[src/rtl/seq_compare_pkg.sv]
// Shared definitions for the iterative comparator: mode codes, FSM states
// and the mode-to-result mapping used when a compare terminates.
package seq_compare_pkg;

  localparam int DATASIZE = 32;

  localparam logic [2:0] CMP_EQ  = 3'd0;
  localparam logic [2:0] CMP_NE  = 3'd1;
  localparam logic [2:0] CMP_LT  = 3'd2;
  localparam logic [2:0] CMP_GE  = 3'd3;
  localparam logic [2:0] CMP_LTU = 3'd4;
  localparam logic [2:0] CMP_GEU = 3'd5;

  typedef enum logic [1:0] {
    ST_IDLE = 2'd0,
    ST_BUSY = 2'd1,
    ST_DONE = 2'd2
  } state_t;

  function automatic logic mode_is_signed(input logic [2:0] m);
    return (m == CMP_LT) || (m == CMP_GE);
  endfunction

  function automatic logic mode_is_reserved(input logic [2:0] m);
    return m > CMP_GEU;
  endfunction

  // Reserved codes yield 0; the caller raises illegal separately.
  function automatic logic mode_result(input logic [2:0] m, input logic eq, input logic lt);
    logic r;
    r = 1'b0;
    case (m)
      CMP_EQ:           r = eq;
      CMP_NE:           r = ~eq;
      CMP_LT, CMP_LTU:  r = lt;
      CMP_GE, CMP_GEU:  r = ~lt;
      default:          r = 1'b0;
    endcase
    return r;
  endfunction

endpackage

[src/rtl/seq_compare_if.sv]
// Request/response bundle between the register-read stage (master) and the
// comparator (slave).
interface seq_compare_if
  import seq_compare_pkg::*;
#(
  parameter int DATA_W = DATASIZE
) ();

  logic              in_valid;
  logic              in_ready;
  logic [DATA_W-1:0] in1;
  logic [DATA_W-1:0] in2;
  logic [2:0]        mode;

  logic              out_valid;
  logic              out_ready;
  logic              out;
  logic              eq_flag;
  logic              lt_flag;
  logic              illegal;

  modport master (
    output in_valid, in1, in2, mode, out_ready,
    input  in_ready, out_valid, out, eq_flag, lt_flag, illegal
  );

  modport slave (
    input  in_valid, in1, in2, mode, out_ready,
    output in_ready, out_valid, out, eq_flag, lt_flag, illegal
  );

  modport monitor (
    input in_valid, in1, in2, mode, out_ready,
    input in_ready, out_valid, out, eq_flag, lt_flag, illegal
  );

endinterface

[src/rtl/seq_compare_chunk_cmp.sv]
// Combinational equal / unsigned less-than for one CHUNK_W slice.
module chunk_cmp #(
  parameter int CHUNK_W = 8
) (
  input  logic [CHUNK_W-1:0] a,
  input  logic [CHUNK_W-1:0] b,
  output logic               eq,
  output logic               lt
);

  assign eq = (a == b);
  assign lt = (a < b);

endmodule

[src/rtl/seq_compare.sv]
// Iterative multi-mode comparator: walks operands MSB chunk first, stopping at
// the first differing chunk, and holds the result until the consumer takes it.
module seq_compare
  import seq_compare_pkg::*;
#(
  parameter int DATA_W  = DATASIZE,
  parameter int CHUNK_W = 8
) (
  input  logic         clk,
  input  logic         rst,
  input  logic         abort,
  seq_compare_if.slave bus
);

  localparam int NCHUNK = DATA_W / CHUNK_W;
  localparam int IDX_W  = (NCHUNK > 1) ? $clog2(NCHUNK) : 1;
  localparam logic [IDX_W-1:0]  IDX_TOP  = IDX_W'(NCHUNK - 1);
  localparam logic [DATA_W-1:0] MSB_MASK = {1'b1, {(DATA_W-1){1'b0}}};

  state_t             state_q, state_d;
  logic [DATA_W-1:0]  a_q, a_d;
  logic [DATA_W-1:0]  b_q, b_d;
  logic [2:0]         mode_q, mode_d;
  logic [IDX_W-1:0]   idx_q, idx_d;
  logic               out_q, out_d;
  logic               eq_q, eq_d;
  logic               lt_q, lt_d;
  logic               illegal_q, illegal_d;

  logic [CHUNK_W-1:0] a_chunk [NCHUNK];
  logic [CHUNK_W-1:0] b_chunk [NCHUNK];
  logic [CHUNK_W-1:0] a_sel;
  logic [CHUNK_W-1:0] b_sel;
  logic               chunk_eq;
  logic               chunk_lt;

  genvar gi;
  generate
    for (gi = 0; gi < NCHUNK; gi++) begin : g_slice
      assign a_chunk[gi] = a_q[gi*CHUNK_W +: CHUNK_W];
      assign b_chunk[gi] = b_q[gi*CHUNK_W +: CHUNK_W];
    end
  endgenerate

  // Explicit compare-and-select keeps the mux clean for any NCHUNK.
  always_comb begin
    a_sel = '0;
    b_sel = '0;
    for (int i = 0; i < NCHUNK; i++) begin
      if (idx_q == IDX_W'(i)) begin
        a_sel = a_chunk[i];
        b_sel = b_chunk[i];
      end
    end
  end

  chunk_cmp #(
    .CHUNK_W (CHUNK_W)
  ) u_chunk_cmp (
    .a  (a_sel),
    .b  (b_sel),
    .eq (chunk_eq),
    .lt (chunk_lt)
  );

  always_comb begin
    state_d   = state_q;
    a_d       = a_q;
    b_d       = b_q;
    mode_d    = mode_q;
    idx_d     = idx_q;
    out_d     = out_q;
    eq_d      = eq_q;
    lt_d      = lt_q;
    illegal_d = illegal_q;

    if (abort) begin
      // In IDLE abort only blocks acceptance; elsewhere it flushes the op.
      if (state_q != ST_IDLE) begin
        state_d   = ST_IDLE;
        idx_d     = IDX_TOP;
        out_d     = 1'b0;
        eq_d      = 1'b0;
        lt_d      = 1'b0;
        illegal_d = 1'b0;
      end
    end else begin
      case (state_q)
        ST_IDLE: begin
          if (bus.in_valid) begin
            // Flipping the sign bits makes unsigned chunk order equal signed order.
            a_d     = mode_is_signed(bus.mode) ? (bus.in1 ^ MSB_MASK) : bus.in1;
            b_d     = mode_is_signed(bus.mode) ? (bus.in2 ^ MSB_MASK) : bus.in2;
            mode_d  = bus.mode;
            idx_d   = IDX_TOP;
            state_d = ST_BUSY;
          end
        end
        ST_BUSY: begin
          if (!chunk_eq || (idx_q == '0)) begin
            eq_d      = chunk_eq;
            lt_d      = chunk_lt;
            illegal_d = mode_is_reserved(mode_q);
            out_d     = mode_result(mode_q, chunk_eq, chunk_lt);
            state_d   = ST_DONE;
          end else begin
            idx_d = idx_q - 1'b1;
          end
        end
        ST_DONE: begin
          if (bus.out_ready) begin
            state_d = ST_IDLE;
            idx_d   = IDX_TOP;
          end
        end
        default: begin
          state_d = ST_IDLE;
          idx_d   = IDX_TOP;
        end
      endcase
    end
  end

  always_ff @(posedge clk or posedge rst) begin
    if (rst) begin
      state_q   <= ST_IDLE;
      a_q       <= '0;
      b_q       <= '0;
      mode_q    <= CMP_EQ;
      idx_q     <= IDX_TOP;
      out_q     <= 1'b0;
      eq_q      <= 1'b0;
      lt_q      <= 1'b0;
      illegal_q <= 1'b0;
    end else begin
      state_q   <= state_d;
      a_q       <= a_d;
      b_q       <= b_d;
      mode_q    <= mode_d;
      idx_q     <= idx_d;
      out_q     <= out_d;
      eq_q      <= eq_d;
      lt_q      <= lt_d;
      illegal_q <= illegal_d;
    end
  end

  assign bus.in_ready  = (state_q == ST_IDLE);
  assign bus.out_valid = (state_q == ST_DONE);
  assign bus.out       = out_q;
  assign bus.eq_flag   = eq_q;
  assign bus.lt_flag   = lt_q;
  assign bus.illegal   = illegal_q;

endmodule

[src/flat_wrapper.sv]
// flat-port wrapper written by rule: the top's interface ports become plain ports
module seq_compare_flat import seq_compare_pkg::*;
#(
  parameter int DATA_W  = DATASIZE,
  parameter int CHUNK_W = 8
)
  (clk, rst, abort, bus_in_valid, bus_in1, bus_in2, bus_mode, bus_out_ready, bus_in_ready, bus_out_valid, bus_out, bus_eq_flag, bus_lt_flag, bus_illegal);
  seq_compare_if #(.DATA_W(DATA_W)) bus_i ();
  input  logic clk;
  input  logic rst;
  input  logic abort;
  input wire logic [$bits(bus_i.in_valid)-1:0] bus_in_valid;
  input wire logic [$bits(bus_i.in1)-1:0] bus_in1;
  input wire logic [$bits(bus_i.in2)-1:0] bus_in2;
  input wire logic [$bits(bus_i.mode)-1:0] bus_mode;
  input wire logic [$bits(bus_i.out_ready)-1:0] bus_out_ready;
  output wire logic [$bits(bus_i.in_ready)-1:0] bus_in_ready;
  output wire logic [$bits(bus_i.out_valid)-1:0] bus_out_valid;
  output wire logic [$bits(bus_i.out)-1:0] bus_out;
  output wire logic [$bits(bus_i.eq_flag)-1:0] bus_eq_flag;
  output wire logic [$bits(bus_i.lt_flag)-1:0] bus_lt_flag;
  output wire logic [$bits(bus_i.illegal)-1:0] bus_illegal;
  assign bus_i.in_valid = bus_in_valid;
  assign bus_i.in1 = bus_in1;
  assign bus_i.in2 = bus_in2;
  assign bus_i.mode = bus_mode;
  assign bus_i.out_ready = bus_out_ready;
  assign bus_in_ready = bus_i.in_ready;
  assign bus_out_valid = bus_i.out_valid;
  assign bus_out = bus_i.out;
  assign bus_eq_flag = bus_i.eq_flag;
  assign bus_lt_flag = bus_i.lt_flag;
  assign bus_illegal = bus_i.illegal;
  seq_compare #(.DATA_W(DATA_W), .CHUNK_W(CHUNK_W)) u_core (.clk(clk), .rst(rst), .abort(abort), .bus(bus_i));
endmodule
[config.mk]
export PLATFORM = sky130hd
export DESIGN_NAME = seq_compare_flat
export DESIGN_NICKNAME = d
export VERILOG_FILES = /design/src/rtl/seq_compare_pkg.sv /design/src/rtl/seq_compare_if.sv /design/src/rtl/seq_compare_chunk_cmp.sv /design/src/rtl/seq_compare.sv /design/src/flat_wrapper.sv
export SDC_FILE = /design/constraint.sdc
export NUM_CORES = 1
export LEC_CHECK = 0
export ABC_AREA = 1
export CAP_MARGIN = 10
export CORE_ASPECT_RATIO = 1.1
export CORE_MARGIN = 2
export CORE_UTILIZATION = 55
export DETAILED_ROUTE_END_ITERATION = 8
export PLACE_DENSITY = 0.91
export SLEW_MARGIN = 5
export SYNTH_ARGS = -nofsm -noshare
export SYNTH_HDL_FRONTEND = slang
export SYNTH_SLANG_ARGS = --single-unit
export TNS_END_PERCENT = 5
[constraint.sdc]
create_clock -name clk -period 5.95 [get_ports clk]
set_clock_uncertainty 0.1 [all_clocks]
set_input_delay 1.19 -clock clk [delete_from_list [all_inputs] [get_ports clk]]
set_output_delay 1.19 -clock clk [all_outputs]
set_load 0.01 [all_outputs]
==> flow_metrics.env <==
export IMPL_status="completed"
export IMPL_synth_edf_count=0
export IMPL_ant_nets=0
export IMPL_area_delta_synth_final_pct=25.1
export IMPL_p_sw_share_pct=29.2
export IMPL_synth_area_leaders="dfrtp_1 (49%), nand2_1 (21%), ha_1 (4.0%)"
export IMPL_switchingPower_w=0.000420
export IMPL_crit_chain="inv_1 > ha_1 > nor2_4 > inv_1 > o21ai_0 > o21ai_0 > a21oi_1 > ha_1 > nand2_2 > nor2_4 > nand3_2 > nand2_4 > o211ai_2 > a21oi_1"
export IMPL_comb_power_share_pct=21.3
export IMPL_pre_cts_slack_ns=2.56
export IMPL_worst_pin_slew_ns=0.926
export IMPL_drc=0
export IMPL_fin_crit_sh_pct=58.0
export IMPL_antenna_found_initial=0
export IMPL_min_period_ns=3.45
export IMPL_clockPowerShare_pct=33.1
export IMPL_ys_ff_latch=75
export IMPL_cts_buffers=9
export IMPL_p_total_w=0.00144
export IMPL_synth_distinct_cells=30
export IMPL_fin_cells=613
export IMPL_drv_cap=0
export IMPL_core_area_mm2=0.00659
export IMPL_fin_ws_ns=2.50
export IMPL_cts_sinks=75
export IMPL_synth_most_common_cell="nand2_1"
export IMPL_end_kind="flop"
export IMPL_dp_cells=597
export IMPL_vias=3298
export IMPL_drtIter0Drc=271
export IMPL_synthesis_area_mm2=0.00375
export IMPL_track_usage_pct=25.0
export IMPL_clk_latency_ns=0.36
export IMPL_yosys_warnings=0
export IMPL_num_rows=31
export IMPL_finalSetupViolCount=0
export IMPL_nets=610
export IMPL_die_x_um=82.8
export IMPL_port_buffers=77
export IMPL_rr_worst_depth=14
export IMPL_overflow=0
export IMPL_dp_hpwl_mm=5.96
export IMPL_clockBufferDepth=2
export IMPL_start_util_pct=56.9
export IMPL_yosysTopAreaCellShare_pct=48.7
export IMPL_ys_seq_area_share_pct=50.1
export IMPL_viasPerCell=5.38
export IMPL_hold_violations=0
export IMPL_drive_above_1_share_pct=6.78
export IMPL_critPathArrivalTime_ns=3.64
export IMPL_cts_tree="built"
export IMPL_ios=78
export IMPL_power_leakage_nw=2.34
export IMPL_critPathKind="reg -> reg"
export IMPL_ir_drop_v=0.000169
export IMPL_grt_pass1_vias=3233
export IMPL_cpPeakStageDelay_ns=0.56
export IMPL_worstPathRequired_ns=6.14
export IMPL_syn_inst=460
export IMPL_ys_async_sr_fraction_pct=100
export IMPL_gp_congestion=0.815
export IMPL_fin_tns_setup_ns=0
export IMPL_crit_path_start_kind="flop"
export IMPL_synthFlopType="dfrtp_1"
export IMPL_slew_headroom_pct=38.3
export IMPL_rsz0062_at_grt="no"
export IMPL_wl_per_cell_um=14.6
export IMPL_p_per_area_mw_per_mm2=306
export IMPL_grt_first_pass_wirelength_mm=14.2
export IMPL_cp_max_fo=17
export IMPL_cp_slowest_cell="dfstp_2"
export IMPL_min_path_cells=2
export IMPL_path_depth=14
export IMPL_seqPwrFrac_pct=45.7
export IMPL_grt_start_max_net_pins=76
export IMPL_wirelength_mm=8.98
export IMPL_cts_root_buf="clkbuf_8"
export IMPL_synth_nets=544
export IMPL_ctsResizeCount=0
export IMPL_worst_path_buf_inv=2
export IMPL_hold_buffers=0
export IMPL_cts_setup_buffers=0
export IMPL_drv_slew=0
export IMPL_hold_path_class="reg -> reg"
export IMPL_synth_area_per_cell_um2=8.16
export IMPL_p_int_w=0.00102
export IMPL_dieArea_mm2=0.00750
export IMPL_first_pass_iters=7
export IMPL_nFillCells=491
export IMPL_htreeDepth=3
export IMPL_synthTopCellsByCount="nand2_1 (214), dfrtp_1 (73), o21ai_0 (27), a21oi_1 (25), inv_1 (23)"
export IMPL_max_freq_mhz=290
export IMPL_die_y_um=90.6
export IMPL_critical_path_top_delay_family="simple AND/OR/NAND/NOR gates"
export IMPL_clkTransAtPathRegs_ns=0.09
export IMPL_n_antenna_cell=0
export IMPL_yosys_area_top_type="dfrtp_1"
==> through the flow <==
| step | hold WS, ns | util [%] | area (µm²) |
|---|---|---|---|
| 4_1_cts | 0.382 | 71.2 | 4700 |
| 2_1_floorplan | 0.344 | - | 3750 |
| 3_3_place_gp | 0.357 | 67.6 | 4460 |
| 6_report | 0.388 | 71.2 | 4700 |
| 3_5_place_dp | 0.364 | 67.6 | 4460 |
| 5_1_grt | 0.407 | 71.2 | 4700 |
==> cells in the final DEF (no fill, tap or decap) <==
master,instances
nand2_1,214
clkdlybuf4s50_1,77
dfrtp_1,73
o21ai_0,27
a21oi_1,25
inv_1,22
o21ai_1,13
ha_1,12
nor2_1,10
a22oi_1,9
clkbuf_8,9
nand3_1,8
nor2_4,4
nand2_2,3
bufinv_16,3
inv_2,2
nand2_4,2
xor2_1,2
o21ai_2,2
clkinv_2,2
dfstp_2,2
inv_4,1
nor3_2,1
nand4_1,1
nand3_2,1
o211ai_2,1
a21o_1,1
o211ai_1,1
clkinvlp_4,1
clkinv_4,1
buf_4,1
==> power groups by stage <==
stage               clock [W]  combinational, W  sequential, W
finish               0.000475          0.000306       0.000657
global route         0.000495          0.000346       0.000665
CTS                  0.000474          0.000307       0.000655
detailed placement          0          0.000301       0.000662
global placement            0          0.000284       0.000658
floorplan                   0          0.000201       0.000651
==> kinds of logic (layout without fill, tap and decap cells) <==
logic type               Yosys count  after routing  share of synthesized area (%)
XOR/XNOR                           2              2                          0.467
AND/OR/NAND/NOR                  244            244                           26.5
flip-flops                        75             75                           50.1
buffers and inverters             48            119                           7.33
adder cells (fa/ha/maj)           12             12                           4.00
AO/OA/AOI/OAI                     79             79                           11.7
==> layer usage <==
metal  up-vias  GRT usage, %  part of all wire [%]
li1       1588             -                     -
met1      1536          31.7                    41
met2       150          39.9                    50
met3        24          4.80                   6.5
met4         0          13.4                   2.5
met5         -             0                     0
==> worst paths after layout <==
| kind | startpoint | endpoint | slack (ns) |
|---|---|---|---|
| max | u_core.idx_q[1] | u_core.idx_q[1] | 2.50 |
| min in group asynchronous | rst | u_core.a_q[6] | 1.33 |
| min | u_core.a_q[1] | u_core.a_q[1] | 0.39 |
| max reg2reg | u_core.idx_q[1] | u_core.idx_q[1] | 2.50 |
| max in group asynchronous | rst | u_core.b_q[8] | 3.81 |
| min reg2reg | u_core.a_q[1] | u_core.a_q[1] | 0.39 |
==> state kept, by name (all words and copies together) (netlist names) <==
register and flops:
u_core.a_q 32, u_core.b_q 32, u_core.bus.eq_flag 1, u_core.bus.illegal 1
u_core.bus.lt_flag 1, u_core.bus.out 1, u_core.idx_q 2, u_core.mode_q 3
u_core.state_q 2
==> final cells by class <==
cell class | instances | area [µm²] | share of cell area (%)
clock inverters | 7 | 116 | 2.48
flip-flops and latches | 75 | 1880 | 40.0
multi-input cells | 337 | 1600 | 34.1
inverters | 25 | 96.3 | 2.05
repair buffers | 78 | 778 | 16.6
clock buffers | 9 | 124 | 2.64
well taps | 82 | 103 | 2.18
==> worst reg2reg max path, cell delays in order (launching register included) <==
cell	delay (ns)
dfstp_2	0.56
inv_1	0.08
ha_1	0.46
nor2_4	0.46
inv_1	0.14
o21ai_0	0.26
o21ai_0	0.17
a21oi_1	0.20
ha_1	0.19
nand2_2	0.08
nor2_4	0.17
nand3_2	0.13
nand2_4	0.12
o211ai_2	0.10
a21oi_1	0.17
(Power assumes the default switching activity.)
